[config.mk]
export PLATFORM = sky130hd
export DESIGN_NAME = gpmc_bus_ctrl
export DESIGN_NICKNAME = d
export VERILOG_FILES = /design/src/rtl/gpmc_bus_pkg.sv /design/src/rtl/gpmc_addr_decode.sv /design/src/rtl/gpmc_bus_ctrl.sv
export SDC_FILE = /design/constraint.sdc
export NUM_CORES = 1
export LEC_CHECK = 0
export CAP_MARGIN = 20
export CORE_MARGIN = 4
export CORE_UTILIZATION = 38
export CTS_CLUSTER_DIAMETER = 120
export CTS_CLUSTER_SIZE = 30
export DETAILED_ROUTE_END_ITERATION = 12
export PLACE_DENSITY = 0.81
export SLEW_MARGIN = 20
export SYNTH_ARGS = -nofsm -noshare
export SYNTH_HDL_FRONTEND = slang
export SYNTH_SLANG_ARGS = --single-unit
[constraint.sdc]
create_clock -name clk -period 1.95 [get_ports clk]
set_input_delay 0.39 -clock clk [delete_from_list [all_inputs] [get_ports clk]]
set_output_delay 0.39 -clock clk [all_outputs]
set_load 0.01 [all_outputs]
[src/rtl/gpmc_bus_pkg.sv]
// Shared types and constants for the GPMC bus controller.
// Optional ack timeout is enabled with `define GPMC_BUS_TIMEOUT_EN.
package gpmc_bus_pkg;

    typedef enum logic [1:0] {
        S_IDLE      = 2'd0,
        S_WR_SETTLE = 2'd1,
        S_REQ       = 2'd2,
        S_DONE      = 2'd3
    } gpmc_state_t;

    // Wide enough for any supported DATA_WIDTH; sliced at the point of use.
    localparam logic [63:0] ERR_WORD = '1;

    localparam int unsigned DEFAULT_TIMEOUT = 255;

endpackage

[src/rtl/gpmc_addr_decode.sv]
// Combinational host address decode: slave select, local address and miss flag.
module gpmc_addr_decode
    import gpmc_bus_pkg::*;
#(
    parameter int unsigned ADDR_WIDTH      = 16,
    parameter int unsigned NUM_SLAVES      = 4,
    parameter int unsigned SLAVE_ADDR_BITS = 12,
    parameter int unsigned SEL             = $clog2(NUM_SLAVES)
) (
    input  logic [ADDR_WIDTH-1:0]      i_address,
    output logic [NUM_SLAVES-1:0]      o_sel,
    output logic [SEL-1:0]             o_idx,
    output logic [SLAVE_ADDR_BITS-1:0] o_local_addr,
    output logic                       o_miss
);

    always_comb begin
        o_miss       = 1'b0;
        o_idx        = i_address[SLAVE_ADDR_BITS +: SEL];
        o_local_addr = i_address[SLAVE_ADDR_BITS-1:0];
        o_sel        = '0;
        // Any set bit above the slave-select field is outside the decoded window.
        for (int unsigned i = SLAVE_ADDR_BITS + SEL; i < ADDR_WIDTH; i++) begin
            o_miss = o_miss | i_address[i];
        end
        if (!o_miss) begin
            o_sel[o_idx] = 1'b1;
        end
    end

endmodule

[src/rtl/gpmc_bus_ctrl.sv]
// Converts level-style GPMC host strobes into one-shot req/ack slave transactions.
// Optional ack timeout: `define GPMC_BUS_TIMEOUT_EN.
module gpmc_bus_ctrl
    import gpmc_bus_pkg::*;
#(
    parameter int unsigned ADDR_WIDTH      = 16,
    parameter int unsigned DATA_WIDTH      = 16,
    parameter int unsigned NUM_SLAVES      = 4,
    parameter int unsigned SLAVE_ADDR_BITS = 12,
    parameter int unsigned TIMEOUT_CYCLES  = DEFAULT_TIMEOUT
) (
    input  logic                             clk,
    input  logic                             reset_n,
    input  logic                             host_csn,
    input  logic                             host_oen,
    input  logic                             host_wen,
    input  logic [ADDR_WIDTH-1:0]            host_address,
    input  logic [DATA_WIDTH-1:0]            host_wdata,
    output logic [DATA_WIDTH-1:0]            host_rdata,
    output logic [NUM_SLAVES-1:0]            slv_req,
    output logic                             slv_we,
    output logic [SLAVE_ADDR_BITS-1:0]       slv_addr,
    output logic [DATA_WIDTH-1:0]            slv_wdata,
    input  logic [NUM_SLAVES*DATA_WIDTH-1:0] slv_rdata,
    input  logic [NUM_SLAVES-1:0]            slv_ack,
    input  logic                             err_clear,
    output logic                             bus_error,
    output logic                             busy
);

    localparam int unsigned SEL = $clog2(NUM_SLAVES);

    gpmc_state_t                r_state;
    logic [NUM_SLAVES-1:0]      r_req;
    logic                       r_we;
    logic [SLAVE_ADDR_BITS-1:0] r_addr;
    logic [DATA_WIDTH-1:0]      r_wdata;
    logic [DATA_WIDTH-1:0]      r_rdata;
    logic [SEL-1:0]             r_idx;
    logic                       r_err;

    logic [NUM_SLAVES-1:0]      w_sel;
    logic [SEL-1:0]             w_idx;
    logic [SLAVE_ADDR_BITS-1:0] w_local;
    logic                       w_miss;
    logic                       w_rd_launch;
    logic                       w_launch;

`ifdef GPMC_BUS_TIMEOUT_EN
    localparam int unsigned TMO_W =
        ($clog2(TIMEOUT_CYCLES + 1) > 8) ? $clog2(TIMEOUT_CYCLES + 1) : 8;
    logic [TMO_W-1:0] r_tmo;
`endif

    gpmc_addr_decode #(
        .ADDR_WIDTH      (ADDR_WIDTH),
        .NUM_SLAVES      (NUM_SLAVES),
        .SLAVE_ADDR_BITS (SLAVE_ADDR_BITS),
        .SEL             (SEL)
    ) u_decode (
        .i_address    (host_address),
        .o_sel        (w_sel),
        .o_idx        (w_idx),
        .o_local_addr (w_local),
        .o_miss       (w_miss)
    );

    // Reads launch straight from IDLE; writes launch one cycle later from WR_SETTLE.
    always_comb begin
        w_rd_launch = (r_state == S_IDLE) && !host_csn && !host_oen && host_wen;
        w_launch    = w_rd_launch || (r_state == S_WR_SETTLE);
    end

    always_ff @(posedge clk or negedge reset_n) begin
        if (!reset_n) begin
            r_state <= S_IDLE;
            r_req   <= '0;
            r_we    <= 1'b0;
            r_addr  <= '0;
            r_wdata <= '0;
            r_rdata <= '0;
            r_idx   <= '0;
            r_err   <= 1'b0;
`ifdef GPMC_BUS_TIMEOUT_EN
            r_tmo   <= '0;
`endif
        end else begin
            // Error sets later in this block override the clear.
            if (err_clear) begin
                r_err <= 1'b0;
            end

            if (w_launch) begin
                r_addr  <= w_local;
                r_wdata <= host_wdata;
                r_we    <= (r_state == S_WR_SETTLE);
                r_idx   <= w_idx;
`ifdef GPMC_BUS_TIMEOUT_EN
                r_tmo   <= '0;
`endif
                if (w_miss) begin
                    r_rdata <= ERR_WORD[DATA_WIDTH-1:0];
                    r_err   <= 1'b1;
                    r_state <= S_DONE;
                end else begin
                    r_req   <= w_sel;
                    r_state <= S_REQ;
                end
            end else begin
                case (r_state)
                    S_IDLE: begin
                        if (!host_csn && !host_oen && !host_wen) begin
                            r_err   <= 1'b1;
                            r_state <= S_DONE;
                        end else if (!host_csn && !host_wen) begin
                            r_state <= S_WR_SETTLE;
                        end
                    end
                    S_REQ: begin
                        if (slv_ack[r_idx]) begin
                            r_req <= '0;
                            if (!r_we) begin
                                r_rdata <= slv_rdata[r_idx*DATA_WIDTH +: DATA_WIDTH];
                            end
                            r_state <= S_DONE;
                        end
`ifdef GPMC_BUS_TIMEOUT_EN
                        else if (r_tmo == TMO_W'(TIMEOUT_CYCLES - 1)) begin
                            r_req <= '0;
                            if (!r_we) begin
                                r_rdata <= ERR_WORD[DATA_WIDTH-1:0];
                            end
                            r_err   <= 1'b1;
                            r_state <= S_DONE;
                        end else begin
                            r_tmo <= r_tmo + 1'b1;
                        end
`endif
                    end
                    S_DONE: begin
                        if (host_csn || (host_oen && host_wen)) begin
                            r_state <= S_IDLE;
                        end
                    end
                    default: r_state <= S_IDLE;
                endcase
            end
        end
    end

    assign host_rdata = r_rdata;
    assign slv_req    = r_req;
    assign slv_we     = r_we;
    assign slv_addr   = r_addr;
    assign slv_wdata  = r_wdata;
    assign bus_error  = r_err;
    assign busy       = (r_state != S_IDLE);

endmodule

After elaboration in Yosys (flattened, before gate mapping)
Cells that the tools add are included.
Storage, ports and cells
  register bits: 54
  input port bits: 106
  output and inout port bits: 51
  logic and storage cells: 67
Operators by class
  $lt $le $gt $ge: 3
  eq/ne operators: 9
  shift-type cells: 1
  mux-type cells: 25
  bitwise gates (word level): 1
  reduce and logical (&&, ||, !) cells: 20
Operators by type and width (number)
  $mux W16: 5
  $shiftx A64 B7 Y16: 1
  $mux W4: 4
  $mux W2: 5
  $logic_and A1 B1 Y1: 8
  $mux W1: 8
  $lt A2 B3 Y1 const B: 2
  $ne A3 B3 Y1 const B: 2
  $pmux W2 S3: 1
  $reduce_and A3 Y1: 2
  $reduce_bool A2 Y1: 3
  $eq A2 B2 Y1 const B: 2
  $ne A2 B1 Y1 const B: 2
  $ne A4 B2 Y1 const B: 1
  $reduce_and A4 Y1: 1
  $logic_not A1 Y1: 3
  $bmux W1 S2: 1
  $demux W1 S2: 1
  $eq A2 B1 Y1 const B: 1
  $ge A2 B1 Y1 const B: 1
  $logic_not A2 Y1: 1
  $logic_or A1 B1 Y1: 2
  $ne A2 B2 Y1 const B: 1
  $or A1 B1 Y1: 1

Logic depth before layout (Yosys ltp)
Gate-level depths: netlist of run 1.
  depth after elaboration: 7
  gate-level depth with buffers: 6
  gate-level depth less buffers: 4

Hierarchy
Synthesis of run 1 repeated with hierarchy kept, for this count alone.
Unflattened totals
  cells, all modules: 198
  area, all modules: 2965.3 µm²
Modules (own cells, without submodules)
  gpmc_bus_ctrl: times used 1, cells each 179, area an instance 2817.7 µm², seq. area each 1351.3 µm²
  gpmc_addr_decode: times used 1, cells each 19, area an instance 147.6 µm², seq. area each 0.0 µm²

Worst setup path before layout of run 1
OpenSTA, ideal clock, no wires.
  kind: input-to-reg
  from: input port slv_ack[3]
  to: register r_req[0], in the netlist slv_req[0]
  setup time: 125 ps
  arrival: 1395 ps
  required time: 1825 ps
  setup slack: 429 ps
  stages: 4
  buffers on the path: 0
  cells stage by stage: mux4_2 -> nand2_1 -> o31a_4 -> mux2_4
Between the ends
  word-level cells in the longest chain between the ends: 4
RTL lines
  start, declared: line gpmc_bus_ctrl.sv:25  | input logic [NUM_SLAVES-1:0] slv_ack,
  $bmux W1 S2: line gpmc_bus_ctrl.sv:120  | if (slv_ack[r_idx]) begin
  $mux W1 (implied by the code): line gpmc_bus_ctrl.sv:120
  $reduce_bool A2 Y1 (no source line)
  $reduce_and A3 Y1 (no source line)
  end signal, assigned: line gpmc_bus_ctrl.sv:106  | r_req <= w_sel;
  end, declared: line gpmc_bus_ctrl.sv:34  | logic [NUM_SLAVES-1:0] r_req;
No other way between the ends. The select of a mux whose other input is x is not followed.
A chain may end at the register's enable or synchronous reset.

Final worst setup path of run 1
  from: register r_state[0]
  to: output port busy
Between the ends
  word-level cells in the longest chain between the ends: 1
RTL lines
  start, declared: line gpmc_bus_ctrl.sv:33  | gpmc_state_t r_state;
  start signal, assigned: line gpmc_bus_ctrl.sv:76  | r_state <= S_IDLE;
  start signal, assigned: line gpmc_bus_ctrl.sv:104  | r_state <= S_DONE;
  start signal, assigned: line gpmc_bus_ctrl.sv:107  | r_state <= S_REQ;
  $reduce_bool A2 Y1: line gpmc_bus_ctrl.sv:157  | assign busy = (r_state != S_IDLE);
  end, declared: line gpmc_bus_ctrl.sv:28  | output logic busy
No other way between the ends.

==> impl_metrics.ini, run 1 <==
[worst_setup_path]
critical_path_required_ns = 1.56
crit_fanout = 8
r2r_start = r_idx[0]$_DFFE_PN0P_
worstSetupPathType = reg -> out
worstPathArrival_ns = 1.49
start_kind = register
crit_slowest_cell = dfrtp_2
cp-end-kind = primary output
crit_chain = nor2_2 > inv_1 > clkdlybuf4s50_1
cp_slowest_stage_delay_ns = 0.49
startpoint = r_state[0]$_DFFE_PN0P_

[drt]
wirelength_um = 7710
drc = 0
post_drt_wl_per_cell_um = 16.6
firstDrtPassIters = 4
post_drt_via_cell_ratio = 4.87
drtIter0Drc = 38
ant_nets = 0
vias = 2254

[clocking]
root_buffer = clkbuf_8
cts_hold_buf = 0
clk_latency_ns = 0.31
path_clk_slew_ns = 0.10
htree_levels = 2
cts_buffer_depth = 2
cts_made_buffers = 5
cts_tree = yes
cts.sinks = 54

[synthesis]
synth.area.top_cells = dfrtp_1 50%, mux4_2 14%, mux2_2 12%
synth_area_mm2 = 0.00268
avgSynthCellArea_um2 = 13.1
ys.flop_type = dfrtp_1
ys_seq_area_frac = 0.504
netlist-cell-type-count = 29
async_flop_share = 1.00
yosys_warnings = 0
synth-edff-count = 0
synth_seq_cells = 54
synth_fp_nets = 311
synth_top_area_share = 0.504
synth_cells = 205
synth_area_leader_cell = dfrtp_1

[timing]
tightest_slew_ns = 0.513
setup_viol = 0
clock.fmax_mhz = 532
finalMaxSlewViolations = 0
hold_viol_final = 0
period_minus_slack_ns = 1.88
finalCritPeriodShare = 0.963
timing.slew.headroom = 0.658
tns_ns = 0
skew_ns = 0.00839
rsz0062_at_grt = no

[cells_and_area]
utilization = 0.661
fillerInstances = 570
antennaDiodeCount = 0
num-nets-final = 472
multi_input_area_mm2 = 0.00117
layout_commonest_cell = clkdlybuf4s50_1
syn2layout_area_growth_pct = 68.4
drive_above_1_share = 0.204
regArea_mm2 = 0.00135
final_cell_mix = 155 x clkdlybuf4s50_1, 53 x dfrtp_1, 28 x mux2_2

[die]
dieArea_mm2 = 0.00847
die_y_um = 92.0
start_util = 0.393
io_pins = 157
coreArea_mm2 = 0.00683
rows = 30
die-width_um = 92.0

[placement]
dp_hpwl_um = 6160
place_congestion = 0.812
port_buffers = 156

[power]
p_per_area_mw_per_mm2 = 1360
cellLeakagePower_nw = 1.90
vdd_ir_drop_max_uv = 719
p_clk_frac = 0.128
seqPwrFrac = 0.326
pwr-share-comb = 0.546
p_sw_w = 0.00203
swShare = 0.332
p_int_w = 0.00409

[global_routing]
antenna_found_initial = 0
grt.overflow.total = 0
grt_pass1_wl_um = 12400
grt_max_degree = 35
grt_pass1_vias = 2495
grt_util_all_layers = 0.185

[min_path]
hold_path_class = in -> async

[flow_run]
drv_cap = 0

[outcome]
status = finished clean
## layout make-up
class | count | area share
Inverter | 22 | 0.0183
Clock buffer | 5 | 0.0152
Tap cell | 96 | 0.0266
Multi-Input combinational cell | 116 | 0.258
Clock inverter | 3 | 0.0108
Timing Repair Buffer | 167 | 0.371
Sequential cell | 54 | 0.299
## power by group through the flow
stage	sequential (W)	clock, W	combinational [W]
global route	0.00207	0.000853	0.00361
detailed placement	0.00202	0	0.00339
global placement	0.00199	0	0.00331
CTS	0.00200	0.000811	0.00340
floorplan	0.00221	0	0.00153
finish	0.00200	0.000787	0.00335
## per-layer routing
layer  part of all wire  track usage  vias to the layer above
met5                  0            0                        -
met4             0.0071       0.0371                        0
met3              0.077       0.0607                        7
met2               0.53        0.345                       93
met1               0.39        0.203                     1096
li1                   -            -                     1058
## through the flow
| step | cell area, um^2 | std cells | hold WS [ns] | setup slack, ns | total power, W |
|---|---|---|---|---|---|
| after floorplan | 2680 | 205 | 0.0944 | 0.429 | 0.00375 |
| after global placement | 4400 | 455 | 0.389 | -0.0667 | 0.00530 |
| after detailed placement | 4400 | 455 | 0.393 | -0.0696 | 0.00540 |
| after CTS | 4510 | 463 | 0.0486 | 0.0365 | 0.00621 |
| after global routing | 4520 | 463 | 0.0664 | 0.00974 | 0.00653 |
| final | 4520 | 463 | 0.0350 | 0.0716 | 0.00613 |
## Yosys cell counts, types with 2 or more instances
master / instances
nand2_1: 5
inv_1: 22
buf_2: 7
a31oi_1: 16
o21ai_0: 4
buf_6: 3
mux2_2: 28
o221ai_1: 2
mux2i_1: 2
nor3_1: 5
buf_4: 3
mux4_2: 17
mux2_4: 4
nor2_1: 19
dfrtp_1: 54
## flip-flops by register name, indices dropped and copies added (netlist names)
| register | count |
|---|---|
| bus_error | 1 |
| host_rdata | 16 |
| r_idx | 2 |
| r_state | 2 |
| slv_addr | 12 |
| slv_req | 4 |
| slv_wdata | 16 |
| slv_we | 1 |
## worst max-delay path, delay by kind of cell, from the launching register on
| family | cells | cell delay, ns |
|---|---|---|
| buf+inv | 2 | 0.52 |
| flops | 1 | 0.49 |
| simple gates | 1 | 0.17 |
## path summary, 6_finish.rpt
kind	cells past startpoint	to	slack (ns)
min in group clk	1	slv_addr[0]$_DFFE_PN0P_	0.51
setup / recovery	3	busy	0.07
max in group asynchronous	2	slv_addr[10]$_DFFE_PN0P_	1.36
setup reg to reg	4	slv_req[0]$_DFFE_PN0P_	0.33
hold / removal	1	slv_we$_DFFE_PN0P_	0.04
hold reg to reg	1	slv_addr[0]$_DFFE_PN0P_	0.51
## kinds of logic (layout without fill, tap and decap cells)
kind of cell,after synthesis,after routing,synth area share
AND/OR/NAND/NOR,36,36,0.0634
multiplexers,51,51,0.290
buffers and inverters,35,197,0.0648
flip-flops,54,54,0.504
AO/OA/AOI/OAI,29,29,0.0779
## repair_timing
item,4_1_cts,5_1_grt
buffers inserted,0,0
resized for setup,1,1
pin swaps,0,0
endpoints found under the setup margin,1,1
No activity file was read; power rests on OpenSTA's default activity.
==> inputs of run 2 (changes only) <==
--- a/config.mk
+++ b/config.mk
@@ -5,7 +5,6 @@
 export SDC_FILE = /design/constraint.sdc
 export NUM_CORES = 1
 export LEC_CHECK = 0
-export CAP_MARGIN = 20
 export CORE_MARGIN = 4
 export CORE_UTILIZATION = 38
 export CTS_CLUSTER_DIAMETER = 120
==> results of run 2 <==
The final DEF is identical to that of run 1; final timing and power are the same.
